==> config.mk <==
export PLATFORM = sky130hd
export DESIGN_NAME = seq_addr_core
export DESIGN_NICKNAME = d
export VERILOG_FILES = /design/src/rtl/seq_addr_core.sv
export SDC_FILE = /design/constraint.sdc
export NUM_CORES = 1
export LEC_CHECK = 0
export CAP_MARGIN = 20
export CORE_ASPECT_RATIO = 1.2
export CORE_MARGIN = 2
export CORE_UTILIZATION = 48
export CTS_CLUSTER_SIZE = 30
export DETAILED_ROUTE_END_ITERATION = 8
export MAX_ROUTING_LAYER = met4
export PLACE_DENSITY = 0.76
export REMOVE_ABC_BUFFERS = 1
export SYNTH_ARGS = -nofsm -noshare
export SYNTH_HDL_FRONTEND = slang
export SYNTH_SLANG_ARGS = --single-unit
export TNS_END_PERCENT = 30
==> constraint.sdc <==
create_clock -name clk -period 3 [get_ports clk]
set_input_delay 0.3 -clock clk [delete_from_list [all_inputs] [get_ports clk]]
set_output_delay 0.3 -clock clk [all_outputs]
set_load 0.05 [all_outputs]
==> src/rtl/seq_addr_core.sv <==
// seq_addr_core: microprogram next-address core for the sequencer datapath.
// The block selects the next address Y from one of four sources (PC, D, R, F).
// It also holds all next-address state: the microprogram counter, a loadable
// down-counter, and a LIFO subroutine/loop stack.
//
// Ports:
//   clk, rst     rising-edge clock; asynchronous active-high reset
//   d_in         direct/branch address
//   sel          Y source: 00 PC, 01 D, 10 R, 11 F
//   ci           incrementer carry-in (pc <= y + ci)
//   r_load       load R from d_in (has priority over r_dec)
//   r_dec        decrement R (wraps from 0 to all-ones)
//   push, pop    stack control
//   stk_clr      empty the stack (highest priority)
//   y_out        combinational next address
//   pc_out       microprogram counter
//   r_out        register/counter value
//   f_out        top of stack; 0 when the stack is empty
//   r_zero       R == 0
//   full, empty  stack status
//   sp           stack occupancy
module seq_addr_core #(
    parameter int unsigned ADDR_W      = 12,
    parameter int unsigned STACK_DEPTH = 5,
    localparam int unsigned SP_W       = $clog2(STACK_DEPTH + 1)
) (
    input  logic              clk,
    input  logic              rst,
    input  logic [ADDR_W-1:0] d_in,
    input  logic [1:0]        sel,
    input  logic              ci,
    input  logic              r_load,
    input  logic              r_dec,
    input  logic              push,
    input  logic              pop,
    input  logic              stk_clr,
    output logic [ADDR_W-1:0] y_out,
    output logic [ADDR_W-1:0] pc_out,
    output logic [ADDR_W-1:0] r_out,
    output logic [ADDR_W-1:0] f_out,
    output logic              r_zero,
    output logic              full,
    output logic              empty,
    output logic [SP_W-1:0]   sp
);

    localparam int unsigned IDX_W = $clog2(STACK_DEPTH);
    localparam logic [SP_W-1:0] SP_FULL = SP_W'(STACK_DEPTH);
    localparam logic [SP_W-1:0] SP_ONE  = SP_W'(1);

    logic [ADDR_W-1:0] pc_q, pc_d;
    logic [ADDR_W-1:0] r_q, r_d;
    logic [SP_W-1:0]   sp_q, sp_d;
    logic [ADDR_W-1:0] stack_mem [STACK_DEPTH];
    logic              wr_en;
    logic [IDX_W-1:0]  wr_idx;
    logic [IDX_W-1:0]  top_idx;

    // Status decoded straight from registers.
    assign empty   = (sp_q == '0);
    assign full    = (sp_q == SP_FULL);
    assign r_zero  = (r_q == '0);
    assign top_idx = IDX_W'(sp_q - SP_ONE);

    assign pc_out = pc_q;
    assign r_out  = r_q;
    assign sp     = sp_q;
    assign f_out  = empty ? '0 : stack_mem[top_idx];

    // Y mux; F sees the pre-pop top so a return with pop lands on the saved address.
    always_comb begin
        y_out = pc_q;
        case (sel)
            2'b00:   y_out = pc_q;
            2'b01:   y_out = d_in;
            2'b10:   y_out = r_q;
            default: y_out = f_out;
        endcase
    end

    always_comb begin
        pc_d = y_out + ADDR_W'(ci);

        r_d = r_q;
        if (r_load) begin
            r_d = d_in;
        end else if (r_dec) begin
            r_d = r_q - ADDR_W'(1);
        end
    end

    // Stack control. A push overwrites the top (sp unchanged) when it is combined
    // with a pop on a non-empty stack, or when the stack is already full.
    always_comb begin
        sp_d   = sp_q;
        wr_en  = 1'b0;
        wr_idx = IDX_W'(sp_q);
        if (stk_clr) begin
            sp_d = '0;
        end else if (push) begin
            wr_en = 1'b1;
            if (!empty && (pop || full)) begin
                wr_idx = top_idx;
            end else begin
                wr_idx = IDX_W'(sp_q);
                sp_d   = sp_q + SP_ONE;
            end
        end else if (pop && !empty) begin
            sp_d = sp_q - SP_ONE;
        end
    end

    always_ff @(posedge clk or posedge rst) begin
        if (rst) begin
            pc_q <= '0;
            r_q  <= '0;
            sp_q <= '0;
        end else begin
            pc_q <= pc_d;
            r_q  <= r_d;
            sp_q <= sp_d;
        end
    end

    // Stack storage is deliberately not reset; the pointer alone defines validity.
    always_ff @(posedge clk) begin
        if (wr_en) begin
            stack_mem[wr_idx] <= pc_q;
        end
    end

endmodule

; ---- After elaboration in Yosys (flattened, before gate mapping)
; Memory sizes are Yosys's and may differ from the RTL's.
; Index checks and enable logic that the tools add are counted.
[totals]
regBits = 27
output_inout_bits = 54
n_memories = 1
inputBits = 22
ramBits = 60
[op_classes]
n_reduce_logical = 10
eq_ne = 4
add_sub_neg = 4
n_mux = 15
[memory_table]
columns = name, words, word_bits, read_ports, rd_ports_with_merged_regs, write_ports, line
row1 = stack_mem, 5, 12, 1, 0, 1, 54  ; logic [ADDR_W-1:0] stack_mem [STACK_DEPTH];
[ops]
columns = cell, count
row1 = 2-to-1 mux 12 bit, 3
row2 = case mux 12 bit (3 select lines), 1
row3 = 2-to-1 mux 3 bit, 7
row4 = adder 12 x 1 -> 12 bit, 1
row5 = logical NOT 12 bit, 1
row6 = subtractor 12 x 1 -> 12 bit (second input constant), 1
row7 = 2-to-1 mux 1 bit, 4
row8 = adder 3 x 1 -> 3 bit (second input constant), 1
row9 = == test 3 bit (second input constant), 1
row10 = logical NOT 3 bit, 1
row11 = != test 3 bit (second input constant), 1
row12 = nonzero test 3 bit, 1
row13 = subtractor 3 x 1 -> 3 bit (second input constant), 1
row14 = == test 2 x 1 -> 1 bit (second input constant), 1
row15 = == test 2 bit (second input constant), 1
row16 = logical AND 1 bit, 2
row17 = logical NOT 2 bit, 1
row18 = AND reduction 2 bit, 1
row19 = nonzero test 2 bit, 1
row20 = logical NOT 1 bit, 1
row21 = logical OR 1 bit, 1

; ---- Depth between registers and ports, before layout
[logic_depth]
word_depth = 6
depth_mapped = 15
mapped_depth_nobuf = 11

; ---- Least setup slack after synthesis
; OpenSTA, ideal clock, no wires.
[synth_timing]
path_type = flip-flop to flip-flop
startpoint = register sp_q[0] (netlist: sp[0])
endpoint = register pc_q[9] (netlist: pc_out[9])
path_stages_with_launch = 13
slack_ns = -1.575
path_buffers = 3
setup_ns = 0.141
arrival_ns = 4.434
path_cell_list = dfrtp_1 buf_6 buf_2 inv_1 ha_1 ha_1 clkbuf_4 o21bai_1 a221oi_1 a221oi_1 inv_1 nand4_1 xnor2_1
[synth_between]
elab_cells_between_ends = 6
[synth_rtl]
columns = element, line
row1 = from (decl), 53  ; logic [SP_W-1:0] sp_q, sp_d;
row2 = from (signal assigned), 121  ; sp_q <= sp_d;
row3 = logical NOT 3 bit, 60  ; assign empty = (sp_q == '0);
row4 = via empty, 43  ; output logic empty,
row5 = 2-to-1 mux 12 bit, 68  ; assign f_out = empty ? '0 : stack_mem[top_idx];
row6 = via f_out[8], 40  ; output logic [ADDR_W-1:0] f_out,
row7 = case mux 12 bit (3 select lines), 73  ; case (sel)
row8 = via y_out[8], 37  ; output logic [ADDR_W-1:0] y_out,
row9 = adder 12 x 1 -> 12 bit, 82  ; pc_d = y_out + ADDR_W'(ci);
row10 = via pc_d[9], 51  ; logic [ADDR_W-1:0] pc_q, pc_d;
row11 = to (signal assigned), 119  ; pc_q <= pc_d;
row12 = to (decl), 51
; The timed path passes the listed nets, and every way through them passes these cells.
; A chain may end at the register's enable or synchronous reset.

; ---- Final worst setup path
[layout_timing]
startpoint = register sp_q[0] (netlist: sp[0])
endpoint = output port y_out[10]
[layout_between]
elab_chain_len = 4
elab_cells_between_ends = 5
[layout_lines]
columns = element, line
row1 = subtractor 3 x 1 -> 3 bit, 63  ; assign top_idx = IDX_W'(sp_q - SP_ONE);
row2 = memory read (5 x 12 bit), -
row3 = 2-to-1 mux 12 bit (*), 68
row4 = case mux 12 bit (3 select lines) (*), 73
row5 = to (decl), 37
; Every way passes the cells marked *; elsewhere a longest branch is shown, timed or not.

==> impl_metrics.csv <==
group,metric,value,unit
outcome,status,"finished, final reports clean",
setup_path,endpoint_kind,"primary output",
logic_synthesis,syn-cell-area,0.00423,mm2
logic_synthesis,ys_top_cells_by_area,"edfxtp_1 (43%), dfrtp_1 (16%), mux4_2 (5.9%)",
sta,fmax,0.337,GHz
worst_hold_path,hold_path.class,"in2async",
routing,drtPass1Iterations,5,
flow_run,cap_viol_max_count,0,
final_layout,syn2layout_area_growth,31.3,%
logic_synthesis,synth_top_area_share,42.6,%
setup_path,arrival,2.67,ns
power_and_ir_drop,seqPwrFrac,27.6,%
floorplanning,fp.coreArea,0.00856,mm2
sta,rsz0062_at_grt,"yes",
final_layout,antenna_cells,0,
power_and_ir_drop,p_sw,2.95,mW
place,gp_congestion,0.852,
sta,fin_hold_ws,0.310,ns
sta,worstMarginPinSlew,0.719,ns
floorplanning,fp.dieW,89.7,um
setup_path,crit_required,2.70,ns
final_layout,final_util,64.8,%
power_and_ir_drop,p_comb_share,60.2,%
place,io_buffers,75,
clock_tree,clkTransAtPathRegs,0.08,ns
power_and_ir_drop,clockPowerShare,12.2,%
final_layout,seqCellArea,0.00248,mm2
sta,period_needed,2.97,ns
clock_tree,clock_path_buffers,2,
routing,dr.first_iter.drc_count,297,
routing,num_vias,3077,
floorplanning,start_util,49.3,%
sta,slew_viol_final,0,
logic_synthesis,ys_types,51,
global_routing,grt_first_pass_wirelength,16900,um
routing,drcViolationCount,0,
logic_synthesis,yosysWarningCount,0,
clock_tree,h-tree-depth,3,
routing,detail-route-antenna-nets,0,
sta,max_slew_margin,51.9,%
clock_tree,cts_made_buffers,9,
power_and_ir_drop,leakage,2.14,nW
logic_synthesis,ys_ff_latch,87,
routing,drt_wl_total,11100,um
logic_synthesis,synth-main-ff-cell,"edfxtp_1",
power_and_ir_drop,p_int,3.48,mW
power_and_ir_drop,p_per_area,1160,mW/mm2
floorplanning,fp.dieH,107,um
setup_path,crit_path_max_fanout,5,
routing,viasPerCell,5.71,
power_and_ir_drop,vdd_drop_max,0.840,mV
clock_tree,clk_latency,0.36,ns
floorplanning,dieArea,0.00957,mm2
clock_tree,root_buffer,"clkbuf_8",
logic_synthesis,synth_top_area_cell,"edfxtp_1",
logic_synthesis,synth_cells,315,
power_and_ir_drop,swShare,45.9,%
logic_synthesis,seq_area_frac_synth,58.6,%
sta,setup_viol_count_final,0,
sta,finalCritPeriodShare,99.0,%
final_layout,fin_nets,447,
logic_synthesis,async_flop_share,31.0,%
clock_tree,clock-sinks,87,
place,dp_hpwl,8050,um
global_routing,antenna_found_initial,0,
sta,hold_viol_final,0,
sta,fin_worst_skew,0.00634,ns
power_and_ir_drop,total_power,6.42,mW
setup_path,crit_path_start_kind,"flip-flop",
global_routing,grt_max_degree,28,
final_layout,nFillCells,624,
global_routing,grt_pass1_vias,3002,
final_layout,drive_above_1_share,21.8,%
global_routing,grt_overflow,0,
place,dp.cells,522,
final_layout,multi_input_area,0.00164,mm2
final_layout,final_cell_count_no_fill,539,
floorplanning,rows,37,
logic_synthesis,avgSynthCellArea,13.4,um2
setup_path,critPathKind,"reg2out",
routing,wl_per_cell,20.6,um
logic_synthesis,synth_edf_count,60,
clock_tree,cts_tree,"built",
clock_tree,ctsHoldBuffers,0,
floorplanning,io_pins,76,
global_routing,grt_usage,24.9,%
==> per-stage QoR <==
| step | setup slack [ns] | TNS, ns | area [um2] |
|---|---|---|---|
| floorplan | -2.06 | -106.99 | 4130 |
| global placement | 0.323 | 0 | 5310 |
| detailed placement | 0.227 | 0 | 5310 |
| CTS | 0.0177 | 0 | 5530 |
| global route | -0.00340 | -0.00340 | 5550 |
| finish | 0.0307 | 0 | 5550 |
==> logic make-up after synthesis <==
logic type / after synthesis / share of synthesized area, %
DFF: 87 / 58.6
and+or+nand+nor: 89 / 11.1
muxes: 36 / 12.6
AOI/OAI and AO/OA: 48 / 7.58
buffers and inverters: 26 / 3.40
xor gates and xnor gates: 21 / 4.35
adders and majority gates: 8 / 2.37
==> final cells by class <==
| cell class | count | share of cell area, % |
|---|---|---|
| flip-flops and latches | 87 | 44.6 |
| multi-input cells | 202 | 29.6 |
| well taps | 117 | 2.64 |
| clock buffers | 9 | 2.23 |
| repair buffers | 104 | 18.9 |
| clock inverters | 7 | 1.15 |
| inverters | 13 | 0.879 |
==> registers in the layout, summed over array words and instances, names as in the netlist <==
name and cells:
pc_out 12, sp 3, r_out 12, stack_mem 60
==> synth_stat cells (2+ instances only) <==
library cell  instances
and2_1                3
o2bb2ai_1             4
ha_1                  8
nand2b_1              2
or3_1                 2
nand2_1              20
xor2_1                4
nor2_1               26
clkbuf_1              2
nor2b_1               4
nor3_1                4
edfxtp_1             60
or4_1                 2
nor4_1                5
nand3_1               4
o21ai_0              16
buf_2                 4
mux2i_1              23
a21oi_1               4
a31oi_1               7
a22oi_1               2
a21boi_0              2
nand4_1               3
xnor2_1              17
inv_1                13
dfrtp_1              27
a21o_1                2
mux4_1                2
and3_1                4
o21bai_1              2
buf_6                 2
mux4_2               11
or2_2                 2
a221oi_1              3
buf_4                 3
==> power groups by stage <==
| stage | combinational [mW] | clock, mW | sequential [mW] |
|---|---|---|---|
| 2_1_floorplan | 1.79 | 0 | 2.13 |
| 3_3_place_gp | 3.71 | 0 | 1.78 |
| 3_5_place_dp | 3.75 | 0 | 1.79 |
| 4_1_cts | 3.81 | 0.792 | 1.77 |
| 5_1_grt | 4.01 | 0.842 | 1.80 |
| 6_report | 3.87 | 0.784 | 1.77 |
==> layer usage <==
layer / track usage (%) / vias up / part of all wire (%)
li1: - / 1387 / -
met1: 33.0 / 1534 / 42
met2: 39.3 / 142 / 51
met3: 4.39 / 14 / 5.6
met4: 7.68 / 0 / 1.5
met5: - / - / 0
==> critical path, stage by stage, from the launching register on <==
cell,delay (ns)
dfrtp_1,0.40
inv_1,0.16
ha_4,0.25
buf_4,0.17
mux4_2,0.29
mux2i_1,0.15
nor2_1,0.11
mux4_2,0.58
buf_6,0.20
==> cells in the final DEF, fill, tap and decap left out, types with 4 or more instances in the layout <==
master           count
edfxtp_1            60
clkdlybuf4s50_1     49
buf_4               42
dfrtp_1             27
nor2_1              26
mux2i_1             23
nand2_1             20
xnor2_1             17
o21ai_0             16
inv_1               13
mux4_2              11
buf_12              11
clkbuf_8             9
a31oi_1              7
ha_1                 6
nor4_1               5
xor2_1               4
o2bb2ai_1            4
a21oi_1              4
and3_1               4
nor3_1               4
nand3_1              4
==> final timing paths <==
path	startpoint	to	slack, ns	cells past startpoint
max in group asynchronous	rst	sp[2]$_DFFE_PP0P_	2.40	3
hold reg to reg	pc_out[1]$_DFF_PP0_	stack_mem[1][1]$_DFFE_PP_	0.60	0
min in group clk	d_in[7]	r_out[7]$_DFFE_PP0P_	0.54	3
hold / removal	rst	r_out[10]$_DFFE_PP0P_	0.31	3
setup reg to reg	sp[0]$_DFFE_PP0P_	pc_out[10]$_DFF_PP0_	0.29	8
setup / recovery	sp[0]$_DFFE_PP0P_	y_out[10]	0.03	8
==> what timing repair did <==
| item | 4_1_cts | 5_1_grt |
|---|---|---|
| resized for setup | 5 | 3 |
| setup endpoints to repair | 5 | 6 |
| endpoints found under the hold margin | 0 | 0 |
| setup buffers | 0 | 1 |
Note: power is estimated with default switching activity, not from simulation.
